File: src/rtl/fft_pkg.sv
// Shared types and elaboration-time helpers for the iterative FFT core.
// Contents: FSM state enum, bit-reversal helper, twiddle quantiser.
// The complex sample struct is declared in fft_iter, because its width
// follows that module's DATA_W parameter.
package fft_pkg;

    typedef enum logic [1:0] {
        LOAD    = 2'd0,
        COMPUTE = 2'd1,
        UNLOAD  = 2'd2
    } state_t;

    localparam real PI = 3.14159265358979323846;

    // Reverse the low 'bits' bits of x.
    function automatic int unsigned bitrev(input int unsigned x, input int unsigned bits);
        int unsigned r;
        r = 0;
        for (int unsigned i = 0; i < bits; i++) begin
            r = (r << 1) | ((x >> i) & 32'd1);
        end
        return r;
    endfunction

    // One twiddle component of W^k = cos(2pi k/n) - j sin(2pi k/n).
    // The result is rounded to nearest and saturated to Q1.(tw_w-1).
    function automatic int tw_quant(input int k, input int n, input int tw_w, input bit imag);
        real ang;
        real v;
        int  q;
        int  lim;
        ang = 2.0 * PI * $itor(k) / $itor(n);
        v   = imag ? -$sin(ang) : $cos(ang);
        q   = $rtoi($floor(v * $itor(1 << (tw_w - 1)) + 0.5));
        lim = (1 << (tw_w - 1)) - 1;
        if (q > lim)
            q = lim;
        if (q < -lim - 1)
            q = -lim - 1;
        return q;
    endfunction

endpackage

File: src/rtl/fft_bfly.sv
// Radix-2 DIT butterfly: t = B*W (or t = B when bypass), top = (A+t)/2,
// bot = (A-t)/2. This block is purely combinational.
// Ports: a_*/b_* are the complex inputs, w_* is the twiddle in Q1.(TW_W-1),
//        bypass selects W = +1, and top_*_c/bot_*_c are the results.
module fft_bfly #(
    parameter int unsigned DATA_W = 8,
    parameter int unsigned TW_W   = 8
) (
    input  logic signed [DATA_W-1:0] a_re,
    input  logic signed [DATA_W-1:0] a_im,
    input  logic signed [DATA_W-1:0] b_re,
    input  logic signed [DATA_W-1:0] b_im,
    input  logic signed [TW_W-1:0]   w_re,
    input  logic signed [TW_W-1:0]   w_im,
    input  logic                     bypass,
    output logic signed [DATA_W-1:0] top_re_c,
    output logic signed [DATA_W-1:0] top_im_c,
    output logic signed [DATA_W-1:0] bot_re_c,
    output logic signed [DATA_W-1:0] bot_im_c
);

    localparam int unsigned PW = DATA_W + TW_W + 1;
    localparam int unsigned SW = DATA_W + 2;

    logic signed [PW-1:0] p_re, p_im;
    logic signed [SW-1:0] t_re, t_im;
    logic signed [SW-1:0] s_re, s_im, d_re, d_im;

    // Full-width complex product, floor-scaled back to data range, then add/sub and halve.
    always_comb begin
        p_re = PW'(b_re) * PW'(w_re) - PW'(b_im) * PW'(w_im);
        p_im = PW'(b_re) * PW'(w_im) + PW'(b_im) * PW'(w_re);
        if (bypass) begin
            t_re = SW'(b_re);
            t_im = SW'(b_im);
        end else begin
            t_re = SW'(p_re >>> (TW_W - 1));
            t_im = SW'(p_im >>> (TW_W - 1));
        end
        s_re = SW'(a_re) + t_re;
        s_im = SW'(a_im) + t_im;
        d_re = SW'(a_re) - t_re;
        d_im = SW'(a_im) - t_im;
        top_re_c = DATA_W'(s_re >>> 1);
        top_im_c = DATA_W'(s_im >>> 1);
        bot_re_c = DATA_W'(d_re >>> 1);
        bot_im_c = DATA_W'(d_im >>> 1);
    end

endmodule

File: src/rtl/fft_iter.sv
// Iterative in-place radix-2 DIT FFT/IFFT. It runs one butterfly per cycle
// and scales every stage by 1/2.
// Ports: clk/rst (synchronous, active high); in_valid/in_ready/in_real/in_imag/inv
//        form the input stream (inv is sampled on the first beat);
//        out_valid/out_ready/out_real/out_imag/out_index/out_last form the
//        natural-order bin stream; busy is high during COMPUTE and UNLOAD.
module fft_iter
    import fft_pkg::*;
#(
    parameter int unsigned N      = 8,
    parameter int unsigned DATA_W = 8,
    parameter int unsigned TW_W   = 8,
    parameter int unsigned LOG2N  = $clog2(N)
) (
    input  logic                     clk,
    input  logic                     rst,
    input  logic                     in_valid,
    output logic                     in_ready,
    input  logic signed [DATA_W-1:0] in_real,
    input  logic signed [DATA_W-1:0] in_imag,
    input  logic                     inv,
    output logic                     out_valid,
    input  logic                     out_ready,
    output logic signed [DATA_W-1:0] out_real,
    output logic signed [DATA_W-1:0] out_imag,
    output logic [LOG2N-1:0]         out_index,
    output logic                     out_last,
    output logic                     busy
);

    localparam int unsigned HALF = N / 2;
    localparam int unsigned BW   = LOG2N - 1;

    typedef struct packed {
        logic signed [DATA_W-1:0] re;
        logic signed [DATA_W-1:0] im;
    } cplx_t;

    cplx_t mem [N];

    state_t             state_q, state_d;
    logic [LOG2N-1:0]   cnt_q, cnt_d;
    logic [LOG2N-1:0]   stage_q, stage_d;
    logic [BW-1:0]      bfly_q, bfly_d;
    logic               inv_q, inv_d;
    logic               in_ready_d, out_valid_d, out_last_d, busy_d;
    logic signed [DATA_W-1:0] out_real_d, out_imag_d;
    logic [LOG2N-1:0]   out_index_d;
    logic               wr_ld, wr_bf;

    logic [LOG2N-1:0]   ld_addr, b_ext, span, mask, top_addr, bot_addr;
    logic [BW-1:0]      tw_k;
    logic signed [TW_W-1:0] w_re, w_im;
    logic               bypass;
    cplx_t              top_res, bot_res;

    // Twiddle ROM for k = 0..N/2-1, forward direction.
    logic signed [TW_W-1:0] tw_re_rom [HALF];
    logic signed [TW_W-1:0] tw_im_rom [HALF];

    for (genvar g = 0; g < HALF; g++) begin : g_tw
        localparam int CR = tw_quant(int'(g), int'(N), int'(TW_W), 1'b0);
        localparam int CI = tw_quant(int'(g), int'(N), int'(TW_W), 1'b1);
        assign tw_re_rom[g] = TW_W'(CR);
        assign tw_im_rom[g] = TW_W'(CI);
    end

    // Address generation for the current butterfly. The inverse transform uses
    // the conjugate twiddle; when negating it, -1.0 saturates to the largest
    // positive value.
    always_comb begin
        ld_addr  = LOG2N'(bitrev(32'(cnt_q), LOG2N));
        b_ext    = LOG2N'(bfly_q);
        span     = LOG2N'(1) << stage_q;
        mask     = span - LOG2N'(1);
        top_addr = ((b_ext >> stage_q) << (stage_q + LOG2N'(1))) | (b_ext & mask);
        bot_addr = top_addr | span;
        tw_k     = BW'((b_ext & mask) << (LOG2N'(LOG2N - 1) - stage_q));
        bypass   = (tw_k == '0);
        w_re     = tw_re_rom[tw_k];
        w_im     = tw_im_rom[tw_k];
        if (inv_q) begin
            if (tw_im_rom[tw_k] == {1'b1, {(TW_W-1){1'b0}}})
                w_im = {1'b0, {(TW_W-1){1'b1}}};
            else
                w_im = -tw_im_rom[tw_k];
        end
    end

    fft_bfly #(
        .DATA_W (DATA_W),
        .TW_W   (TW_W)
    ) u_bfly (
        .a_re     (mem[top_addr].re),
        .a_im     (mem[top_addr].im),
        .b_re     (mem[bot_addr].re),
        .b_im     (mem[bot_addr].im),
        .w_re     (w_re),
        .w_im     (w_im),
        .bypass   (bypass),
        .top_re_c (top_res.re),
        .top_im_c (top_res.im),
        .bot_re_c (bot_res.re),
        .bot_im_c (bot_res.im)
    );

    // Next-state and next-output logic.
    always_comb begin
        state_d     = state_q;
        cnt_d       = cnt_q;
        stage_d     = stage_q;
        bfly_d      = bfly_q;
        inv_d       = inv_q;
        in_ready_d  = in_ready;
        out_valid_d = out_valid;
        out_real_d  = out_real;
        out_imag_d  = out_imag;
        out_index_d = out_index;
        out_last_d  = out_last;
        busy_d      = busy;
        wr_ld       = 1'b0;
        wr_bf       = 1'b0;
        case (state_q)
            LOAD: begin
                if (in_valid && in_ready) begin
                    wr_ld = 1'b1;
                    cnt_d = cnt_q + LOG2N'(1);
                    if (cnt_q == '0)
                        inv_d = inv;
                    if (cnt_q == LOG2N'(N - 1)) begin
                        state_d    = COMPUTE;
                        in_ready_d = 1'b0;
                        busy_d     = 1'b1;
                    end
                end
            end
            COMPUTE: begin
                wr_bf  = 1'b1;
                bfly_d = bfly_q + BW'(1);
                if (bfly_q == BW'(HALF - 1)) begin
                    stage_d = stage_q + LOG2N'(1);
                    if (stage_q == LOG2N'(LOG2N - 1)) begin
                        stage_d = '0;
                        state_d = UNLOAD;
                    end
                end
            end
            UNLOAD: begin
                // An output register is refilled whenever it is empty or was just consumed.
                if (!out_valid || out_ready) begin
                    if (out_valid && out_last) begin
                        out_valid_d = 1'b0;
                        out_last_d  = 1'b0;
                        in_ready_d  = 1'b1;
                        busy_d      = 1'b0;
                        state_d     = LOAD;
                    end else begin
                        out_valid_d = 1'b1;
                        out_real_d  = mem[cnt_q].re;
                        out_imag_d  = mem[cnt_q].im;
                        out_index_d = cnt_q;
                        out_last_d  = (cnt_q == LOG2N'(N - 1));
                        cnt_d       = cnt_q + LOG2N'(1);
                    end
                end
            end
            default: begin
                state_d = LOAD;
            end
        endcase
    end

    // State and output registers.
    always_ff @(posedge clk) begin
        if (rst) begin
            state_q   <= LOAD;
            cnt_q     <= '0;
            stage_q   <= '0;
            bfly_q    <= '0;
            inv_q     <= 1'b0;
            in_ready  <= 1'b1;
            out_valid <= 1'b0;
            out_real  <= '0;
            out_imag  <= '0;
            out_index <= '0;
            out_last  <= 1'b0;
            busy      <= 1'b0;
        end else begin
            state_q   <= state_d;
            cnt_q     <= cnt_d;
            stage_q   <= stage_d;
            bfly_q    <= bfly_d;
            inv_q     <= inv_d;
            in_ready  <= in_ready_d;
            out_valid <= out_valid_d;
            out_real  <= out_real_d;
            out_imag  <= out_imag_d;
            out_index <= out_index_d;
            out_last  <= out_last_d;
            busy      <= busy_d;
        end
    end

    // Complex register file: each sample is loaded at its bit-reversed
    // address, and each butterfly writes both of its results back in place.
    always_ff @(posedge clk) begin
        if (!rst) begin
            if (wr_ld)
                mem[ld_addr] <= '{re: in_real, im: in_imag};
            if (wr_bf) begin
                mem[top_addr] <= top_res;
                mem[bot_addr] <= bot_res;
            end
        end
    end

endmodule
File: config.mk
export PLATFORM = sky130hd
export DESIGN_NAME = fft_iter
export DESIGN_NICKNAME = d
export VERILOG_FILES = /design/src/rtl/fft_pkg.sv /design/src/rtl/fft_bfly.sv /design/src/rtl/fft_iter.sv
export SDC_FILE = /design/constraint.sdc
export NUM_CORES = 1
export LEC_CHECK = 0
export ABC_AREA = 0
export CORE_MARGIN = 10
export CORE_UTILIZATION = 45
export DETAILED_ROUTE_END_ITERATION = 6
export GPL_TIMING_DRIVEN = 1
export HOLD_SLACK_MARGIN = 0.1
export PLACE_DENSITY = 0.61
export SYNTH_ARGS = -nofsm -noshare
export SYNTH_HDL_FRONTEND = slang
export SYNTH_SLANG_ARGS = --single-unit
File: constraint.sdc
create_clock -name clk -period 10.94 [get_ports clk]
set_input_delay 1.094 -clock clk [delete_from_list [all_inputs] [get_ports clk]]
set_output_delay 1.094 -clock clk [all_outputs]
set_load 0.02 [all_outputs]
==> results list, run 1 <==
* Final weighted congestion in routability-driven placement: 0.9565
- Once layout is done, the placed cells without fillers occupy 23,320 um^2.
- Dividing the detail-routed wire length by the instance count gives 21.87 um.
- The clock passes through at most 2 buffers.
- I/O pins: 44
- The number of antenna diodes in the final layout is 0.
- DRC violation count after routing: 0
- Number of buffers inserted by port buffering: 43
- The most used flip-flop cell after synthesis is sky130_fd_sc_hd__edfxtp_1.
- Maximum cell stage delay along the critical path: 0.51 ns
- The largest individual stage delay along the critical path comes from the cell sky130_fd_sc_hd__fa_1.
* Portion of synthesized cell area occupied by the leading cell type: 21.81%
- Cell internal power was estimated by the tool at 0.001153 W.
- Total number of nets in the final design: 2,772
- Number of endpoints with negative hold slack in the final report: 0
- Core box area: 46,460 um^2
* Pin slew with the least headroom to its limit: 1.026 ns
- The pre-antenna-repair detailed-routing pass consisted of 6 iterations.
- By instance count, the leading cell after synthesis is sky130_fd_sc_hd__inv_1.
* Data required time of the critical path: 11.21 ns
* Multi-input gate area: 14,950 um^2
- Setup repair after global routing left no endpoint under its margin.
- After legalization and detailed placement, the total HPWL measured 49.06 mm.
- Of the cells placed in the final design, the portion with a size suffix greater than 1 is 9.764%.
- Share of the clock period used by the worst path after layout: 95.44%
* Critical path capture point type: flop
* Sum Neg Setup Slack: 0 ns
- Worst-case clock skew: 0.01046 ns
- Inserted Clock Buffers: 17
- Register Area: 4528 um^2
* Proportion of synthesized chip area in sequential cells: 21.43%
* Net count after synthesis: 2,731
- Standard-cell rows: 79
- After clock tree synthesis, the clock-pin slew on the worst setup and hold paths is 0.07 ns.
- After synthesis, the mean cell area works out to 9.093 um^2.
- Data on the critical path arrives at its endpoint at 10.71 ns.
- Initial antenna violation count: 0
- In the global route stage, overall resource usage came out at 23.19%.
* Post-route ant nets: 0
- Of all nets on the critical path, the largest fanout is 8.
- Synth async-reset ratio: 0%
- Across the VDD grid, the largest voltage drop is 0.1147 mV.
- Most area-consuming cells after synthesis: sky130_fd_sc_hd__fa_1 (22%), sky130_fd_sc_hd__edfxtp_1 (18%), sky130_fd_sc_hd__ha_1 (9.4%), sky130_fd_sc_hd__mux2i_1 (6.5%), sky130_fd_sc_hd__inv_1 (6.4%)
- Global-route track usage on met3: 3.913%
- Post-synth cell types: 79
* Area delta synth->final: 10.47%
- The first global-routing pass estimated 101.6 mm of wire.
- Switching share of power: 27.14%
- Library cell used as clock root buffer: sky130_fd_sc_hd__clkbuf_16
- Num Clock Sinks: 162
- Leakage power of the design: 10.87 nW
* Mapped Cells: 2,322
- Synth Warn #: 0
- Overflow after GRT: 0
* Post-synthesis cell area: 21,110 um^2
- Entering global routing, the biggest net connects 68 pins.
* Worst path buffer plus inverter count: 11
- The biggest area contributor in the post-synthesis netlist is sky130_fd_sc_hd__fa_1.
- CTS tree: built
- Per report_power, the clock group accounts for 39.4% of the total.
- In this run the tightest slew margin relative to its limit is 31.24%.
- In this run, synthesis inferred 128 flip-flops with an integrated enable.
- By startpoint and endpoint, the worst setup path is classified as flop to flop.
* Layer with the highest usage after global routing: met2
- The via count of the first global-routing pass came to 17,430.
- In the routed layout, each cell is associated on average with a via count of 5.715.
- Post-DP Area: 22,640 um^2
* Setup violations, final: 0
- After the first detailed-routing iteration, the DRC count stood at 1,625.
* Die Area: 55,980 um^2
* Cell area power density: 67.83 nW/um^2
- Switching component of the power: 0.0004293 W
* Status: complete, no violations
- In the global route stage, met2 resource usage came out at 37.93%.
* Top cells by count, synth: sky130_fd_sc_hd__inv_1 (360), sky130_fd_sc_hd__nand2_1 (292), sky130_fd_sc_hd__fa_1 (230)
- Critical path's top delay family: adder cells
- Die Ht: 236.6 um
* Count of maximum capacitance violations: 0
* Count of H-tree levels built during CTS: 4
* Fraction of power consumed by combinational cells: 17.7%
- Grt met1 use: 29.76%
- Die W: 236.6 um
- STA classifies the critical path startpoint as a flop.
* Total Routed Length: 65.25 mm
- Clock latency on the worst-skew pair: 0.45 ns
- Effective utilization at floorplan: 45.45%
- Sequential cells account for 43.0% of the total power.
- The routed design could run at a clock period as short as 10.44 ns.
- For this design, the CTS-stage hold fixing added 0 buffers.
* Max Freq: 95.77 MHz
- Synthesis-stage register bit count: 162
* Routed vias: 17,050
- The filler cells instantiated in the layout total 4,309.
- The worst hold path belongs to the class flop to flop.
- The total count of max-transition violations in the final report is 0.
## path summary, 6_finish.rpt
path / from / end / slack, ns / cells after the start
worst min register to register: out_index[1]$_SDFFE_PP0P_ / out_index[1]$_SDFFE_PP0P_ / 0.49 / 2
worst max-delay path: stage_q[1]$_SDFFE_PP0P_ / mem[0][7]$_DFFE_PP_ / 0.50 / 43
worst max register to register: stage_q[1]$_SDFFE_PP0P_ / mem[0][7]$_DFFE_PP_ / 0.50 / 43
worst min-delay path: out_index[1]$_SDFFE_PP0P_ / out_index[1]$_SDFFE_PP0P_ / 0.49 / 2
## cell usage in the layout (no fill, tap or decap), types with 32 or more instances in the layout
| master | n |
|---|---|
| sky130_fd_sc_hd__buf_4 | 85 |
| sky130_fd_sc_hd__xnor2_1 | 69 |
| sky130_fd_sc_hd__a21oi_1 | 105 |
| sky130_fd_sc_hd__inv_1 | 360 |
| sky130_fd_sc_hd__ha_1 | 158 |
| sky130_fd_sc_hd__edfxtp_1 | 128 |
| sky130_fd_sc_hd__mux4_2 | 32 |
| sky130_fd_sc_hd__mux2i_1 | 137 |
| sky130_fd_sc_hd__clkdlybuf4s50_1 | 42 |
| sky130_fd_sc_hd__nand3_1 | 123 |
| sky130_fd_sc_hd__nand2_1 | 291 |
| sky130_fd_sc_hd__fa_1 | 230 |
| sky130_fd_sc_hd__nor2_1 | 179 |
## worst reg2reg max path, delay by kind of cell (launching register included)
kind	cells	cell delay [ns]
AO/OA/AOI/OAI	10	1.67
XOR/XNOR	1	0.13
adder cells (fa/ha/maj)	9	4.13
multiplexers	2	0.42
flip-flops	1	0.46
buffers and inverters	11	1.37
AND/OR/NAND/NOR	10	2.05
## per-stage QoR
stage	cells	hold slack (ns)	utilization [%]	setup WS, ns	total power (W)
finish	2983	0.4935	50.21	0.4984	0.001582
global route	2983	0.5173	50.21	0.00004974	0.001639
CTS	2978	0.5006	50.03	0.2276	0.001584
detailed placement	2946	0.4863	48.73	0.2919	0.0009688
global placement	2946	0.4758	48.73	0.4696	0.0009642
floorplan	2322	0.5193	-	1.165	0.0008820
## what timing repair did
action | 4_1_cts | 5_1_grt
setup buffers | 0 | 4
endpoints found under the setup margin | 0 | 24
resized for setup | 0 | 10
## layout make-up
cell class	instances	share of cell area [%]
clock buffers	21	2.065
clock inverters	11	0.5150
inverters	362	5.847
multi-input cells	1689	64.09
flip-flops and latches	162	19.41
well taps	607	3.256
repair buffers	131	4.817
## flip-flops by register name, summed over array words and instances (netlist names)
register	cells
mem	128
state_q	2
in_ready	1
out_imag	8
bfly_q	2
out_real	8
inv_q	1
out_last	1
busy	1
out_index	3
stage_q	3
cnt_q	3
out_valid	1
## power by group through the flow
stage / sequential, W / clock (W) / combinational [W]
after global routing: 0.000680 / 0.000653 / 0.000306
after detailed placement: 0.000693 / 0 / 0.000276
after global placement: 0.000693 / 0 / 0.000272
after CTS: 0.000679 / 0.000626 / 0.000278
after floorplan: 0.000690 / 0 / 0.000192
final: 0.000680 / 0.000623 / 0.000280
## routing by layer
metal / wire (um) / vias up / share of wire (%)
li1: - / 7769 / -
met1: 26700 / 8418 / 41
met2: 30400 / 693 / 47
met3: 5074 / 168 / 7.8
met4: 3073 / 0 / 4.7
met5: 0 / - / 0
## kinds of logic (layout without fill, tap and decap cells)
logic type / Yosys count / after routing / synth area share (%)
mux: 172 / 172 / 10.08
fa+ha+maj: 388 / 388 / 31.17
xor+xnor: 86 / 86 / 3.704
buf+inv: 472 / 525 / 8.492
simple gates: 768 / 769 / 16.71
compound gates: 274 / 274 / 8.415
flops: 162 / 162 / 21.43
(Power assumes the default switching activity.)
==> run 2, diff against run 1 <==
--- a/config.mk
+++ b/config.mk
@@ -9,4 +9,5 @@
 export CORE_MARGIN = 10
 export CORE_UTILIZATION = 45
+export CTS_CLUSTER_SIZE = 10
 export DETAILED_ROUTE_END_ITERATION = 6
 export GPL_TIMING_DRIVEN = 1
==> constraint.sdc (replaced) <==
create_clock -name clk -period 10.94 [get_ports clk]
set_input_delay 1.641 -clock clk [delete_from_list [all_inputs] [get_ports clk]]
set_output_delay 1.641 -clock clk [all_outputs]
set_load 0.02 [all_outputs]
==> run 2 against run 1 <==
Global-route usage about the same. Non-clock buffer count increased by 1. Clock power decreased by 2%. Worst hold slack improved by 0.0067 ns. Sequential share of layout area about the same. Setup slack improved by 0.057 ns. Flip-flop and latch count unchanged. Clock skew increased by 0.00075 ns. Core utilization about the same. Largest power group unchanged.
==> results list, run 2 (same netlist as run 1, synthesis figures left out) <==
- Status: complete, no violations
- After detailed routing, the average wire length per cell comes to 21.92 um.
* Leakage power of the design: 10.86 nW
- Buffers inserted during clock tree synthesis total 17.
- For the worst setup path, the data arrival time is 10.65 ns.
- Once the floorplan was initialized, standard cells occupied 45.45% of the core.
- For this run the aggregate overflow at the end of global routing stands at 0.
* Routed length on met1: 27.07 mm
- In this run the tightest slew margin relative to its limit is 35.35%.
* I/O pins: 44
* Share of the clock period used by the worst path after layout: 94.93%
- After floorplanning, the core was divided into 79 placement rows.
- Count of placed standard cells in the final layout, fillers left out: 2,983
- Post-route ant nets: 0
- The via count of the first global-routing pass came to 17,680.
- Initial antenna violation count: 0
* Class of the tightest hold or removal check: flop to flop
- In this run the worst path has a maximum fanout of 8.
- Entering global routing, the biggest net connects 68 pins.
- Hold buffers post-CTS: 0
- Compared with the post-synthesis result, the final layout area differs by 10.55%.
- Final weighted congestion in routability-driven placement: 0.9322
* Amount of wire on met3 after detailed routing: 4.739 mm
* Routed vias: 17,080
* Setup violations, final: 0
- The floorplan step set the die width to 236.6 um.
- Number of endpoints with negative hold slack in the final report: 0
- For this run, the post-layout net count is 2,772.
* N_diodes: 0
* Critical path capture point type: flop
* Post-Route Utilization: 50.25%
* Max Freq: 96.29 MHz
- CTS placed an instance of sky130_fd_sc_hd__clkbuf_16 at the clock tree root.
* Maximum cell stage delay along the critical path: 0.54 ns
- Drt first-iter violations: 1,532
- After clock tree synthesis, the clock-pin slew on the worst setup and hold paths is 0.07 ns.
- Wires add up to 65.39 mm.
- Count of H-tree levels built during CTS: 4
- The largest registers in the layout are mem: 128 flops, out_imag: 8 flops, out_real: 8 flops.
* Data required time of the critical path: 11.20 ns
* CP max-delay cell: sky130_fd_sc_hd__fa_1
- Power spread over the standard cell area amounts to 67.43 nW/um^2.
- After floorplanning, the core was sized to cover 46,460 um^2.
- VDD sags by at most 0.1157 mV.
- In the final layout, the share of cells above drive strength 1 is 9.680%.
- For the pin with the worst max-slew slack, the measured transition is 0.9644 ns.
* Number of pins exceeding their max-slew limit in the final report: 0
- Overall power after layout: 0.001574 W
- Num Clock Sinks: 162
- Die Area: 55,980 um^2
* Pre-antenna DRT Iters: 5
* Routed wire length on met2: 30.99 mm
- Clock skew on the completed layout was measured at 0.01121 ns.
- Class of the most critical setup path: flop to flop
- Across every metal layer, demand over resource in global routing totals 23.22%.
* Clock buffer depth: 2
* DRC violation count after routing: 0
- Register bank with the most flops: mem
- The die is 236.6 um tall.
* CTS tree: built
- The first global-routing pass estimated 102.1 mm of wire.
- Most common library cell in the layout ignoring fill and taps: sky130_fd_sc_hd__inv_1
- Top Metal Used: met4
* Dpl hpwl: 49.55 mm
- Clock period minus final worst setup slack: 10.38 ns
- Count of maximum capacitance violations: 0
* Clock latency on the worst-skew pair: 0.45 ns
* Leading cell types in the layout, fill and taps excluded: sky130_fd_sc_hd__inv_1 (360), sky130_fd_sc_hd__nand2_1 (290), sky130_fd_sc_hd__fa_1 (230)
- After detailed placement, the design holds a cell count of 2,947.
* Fill cell count: 4,340
* Number of flip-flops in the largest register: 128
- STA classifies the critical path startpoint as a flop.
- Detail-routed via count per cell: 5.725
- Sum Neg Setup Slack: 0 ns
- Number of buffers inserted by port buffering: 43
## run 2: cell types whose count changed in the layout (fill, tap and decap cells not counted), sizes merged
cell      delta
buf          +1
bufinv       -1
clkbuf       +1
clkinvlp     +4
inv          -4
nor3b        -1
## run 2: area by class of cell
| cell class | count | area (um^2) | area share [%] |
|---|---|---|---|
| inverter | 362 | 1364 | 5.843 |
| timing repair buffer | 132 | 1156 | 4.953 |
| multi-input combinational | 1688 | 14930 | 63.97 |
| clock buffer | 22 | 508.0 | 2.176 |
| clock inverter | 10 | 95.09 | 0.4074 |
| tap | 607 | 759.5 | 3.254 |
| sequential | 162 | 4528 | 19.40 |
## run 2: path summary, 6_finish.rpt
path / start / cells past startpoint / endpoint / slack [ns]
max reg2reg: stage_q[1]$_SDFFE_PP0P_ / 40 / mem[0][7]$_DFFE_PP_ / 0.56
min: out_index[1]$_SDFFE_PP0P_ / 2 / out_index[1]$_SDFFE_PP0P_ / 0.50
max: stage_q[1]$_SDFFE_PP0P_ / 40 / mem[0][7]$_DFFE_PP_ / 0.56
min reg2reg: out_index[1]$_SDFFE_PP0P_ / 2 / out_index[1]$_SDFFE_PP0P_ / 0.50
## run 2: power by group
| part | switching (W) | internal, W | total [W] |
|---|---|---|---|
| clock network | 0.000259 | 0.000354 | 0.000613 |
| registers | 0.00000684 | 0.000673 | 0.000680 |
| logic | 0.000164 | 0.000117 | 0.000281 |
## run 2: critical path: cells and delay by family, from the launching register on
kind	cells	cell delay [ns]
flops	1	0.47
fa+ha+maj	9	3.78
simple gates	8	1.81
compound gates	12	2.43
mux	2	0.39
buf+inv	9	1.28
## run 2: metrics by stage
step	area (um^2)	hold WS, ns	setup slack (ns)
finish	23340	0.5002	0.5551
global route	23340	0.5264	-0.03463
CTS	23280	0.5072	0.2965
detailed placement	22670	0.4906	0.3387
global placement	22670	0.4777	0.4817
floorplan	21110	0.5193	1.165
## run 2: repair_timing
action | in CTS | in global routing
endpoints found under the setup margin | 0 | 48
gates resized for setup | 0 | 9
endpoints found under the hold margin | 0 | 0
setup buffers | 0 | 4
## run 2: routing by layer
| layer | global-route usage (%) | vias to the layer above |
|---|---|---|
| li1 | - | 7769 |
| met1 | 30.13 | 8412 |
| met2 | 38.69 | 754 |
| met3 | 3.033 | 143 |
| met4 | 8.994 | 0 |
| met5 | 0 | - |
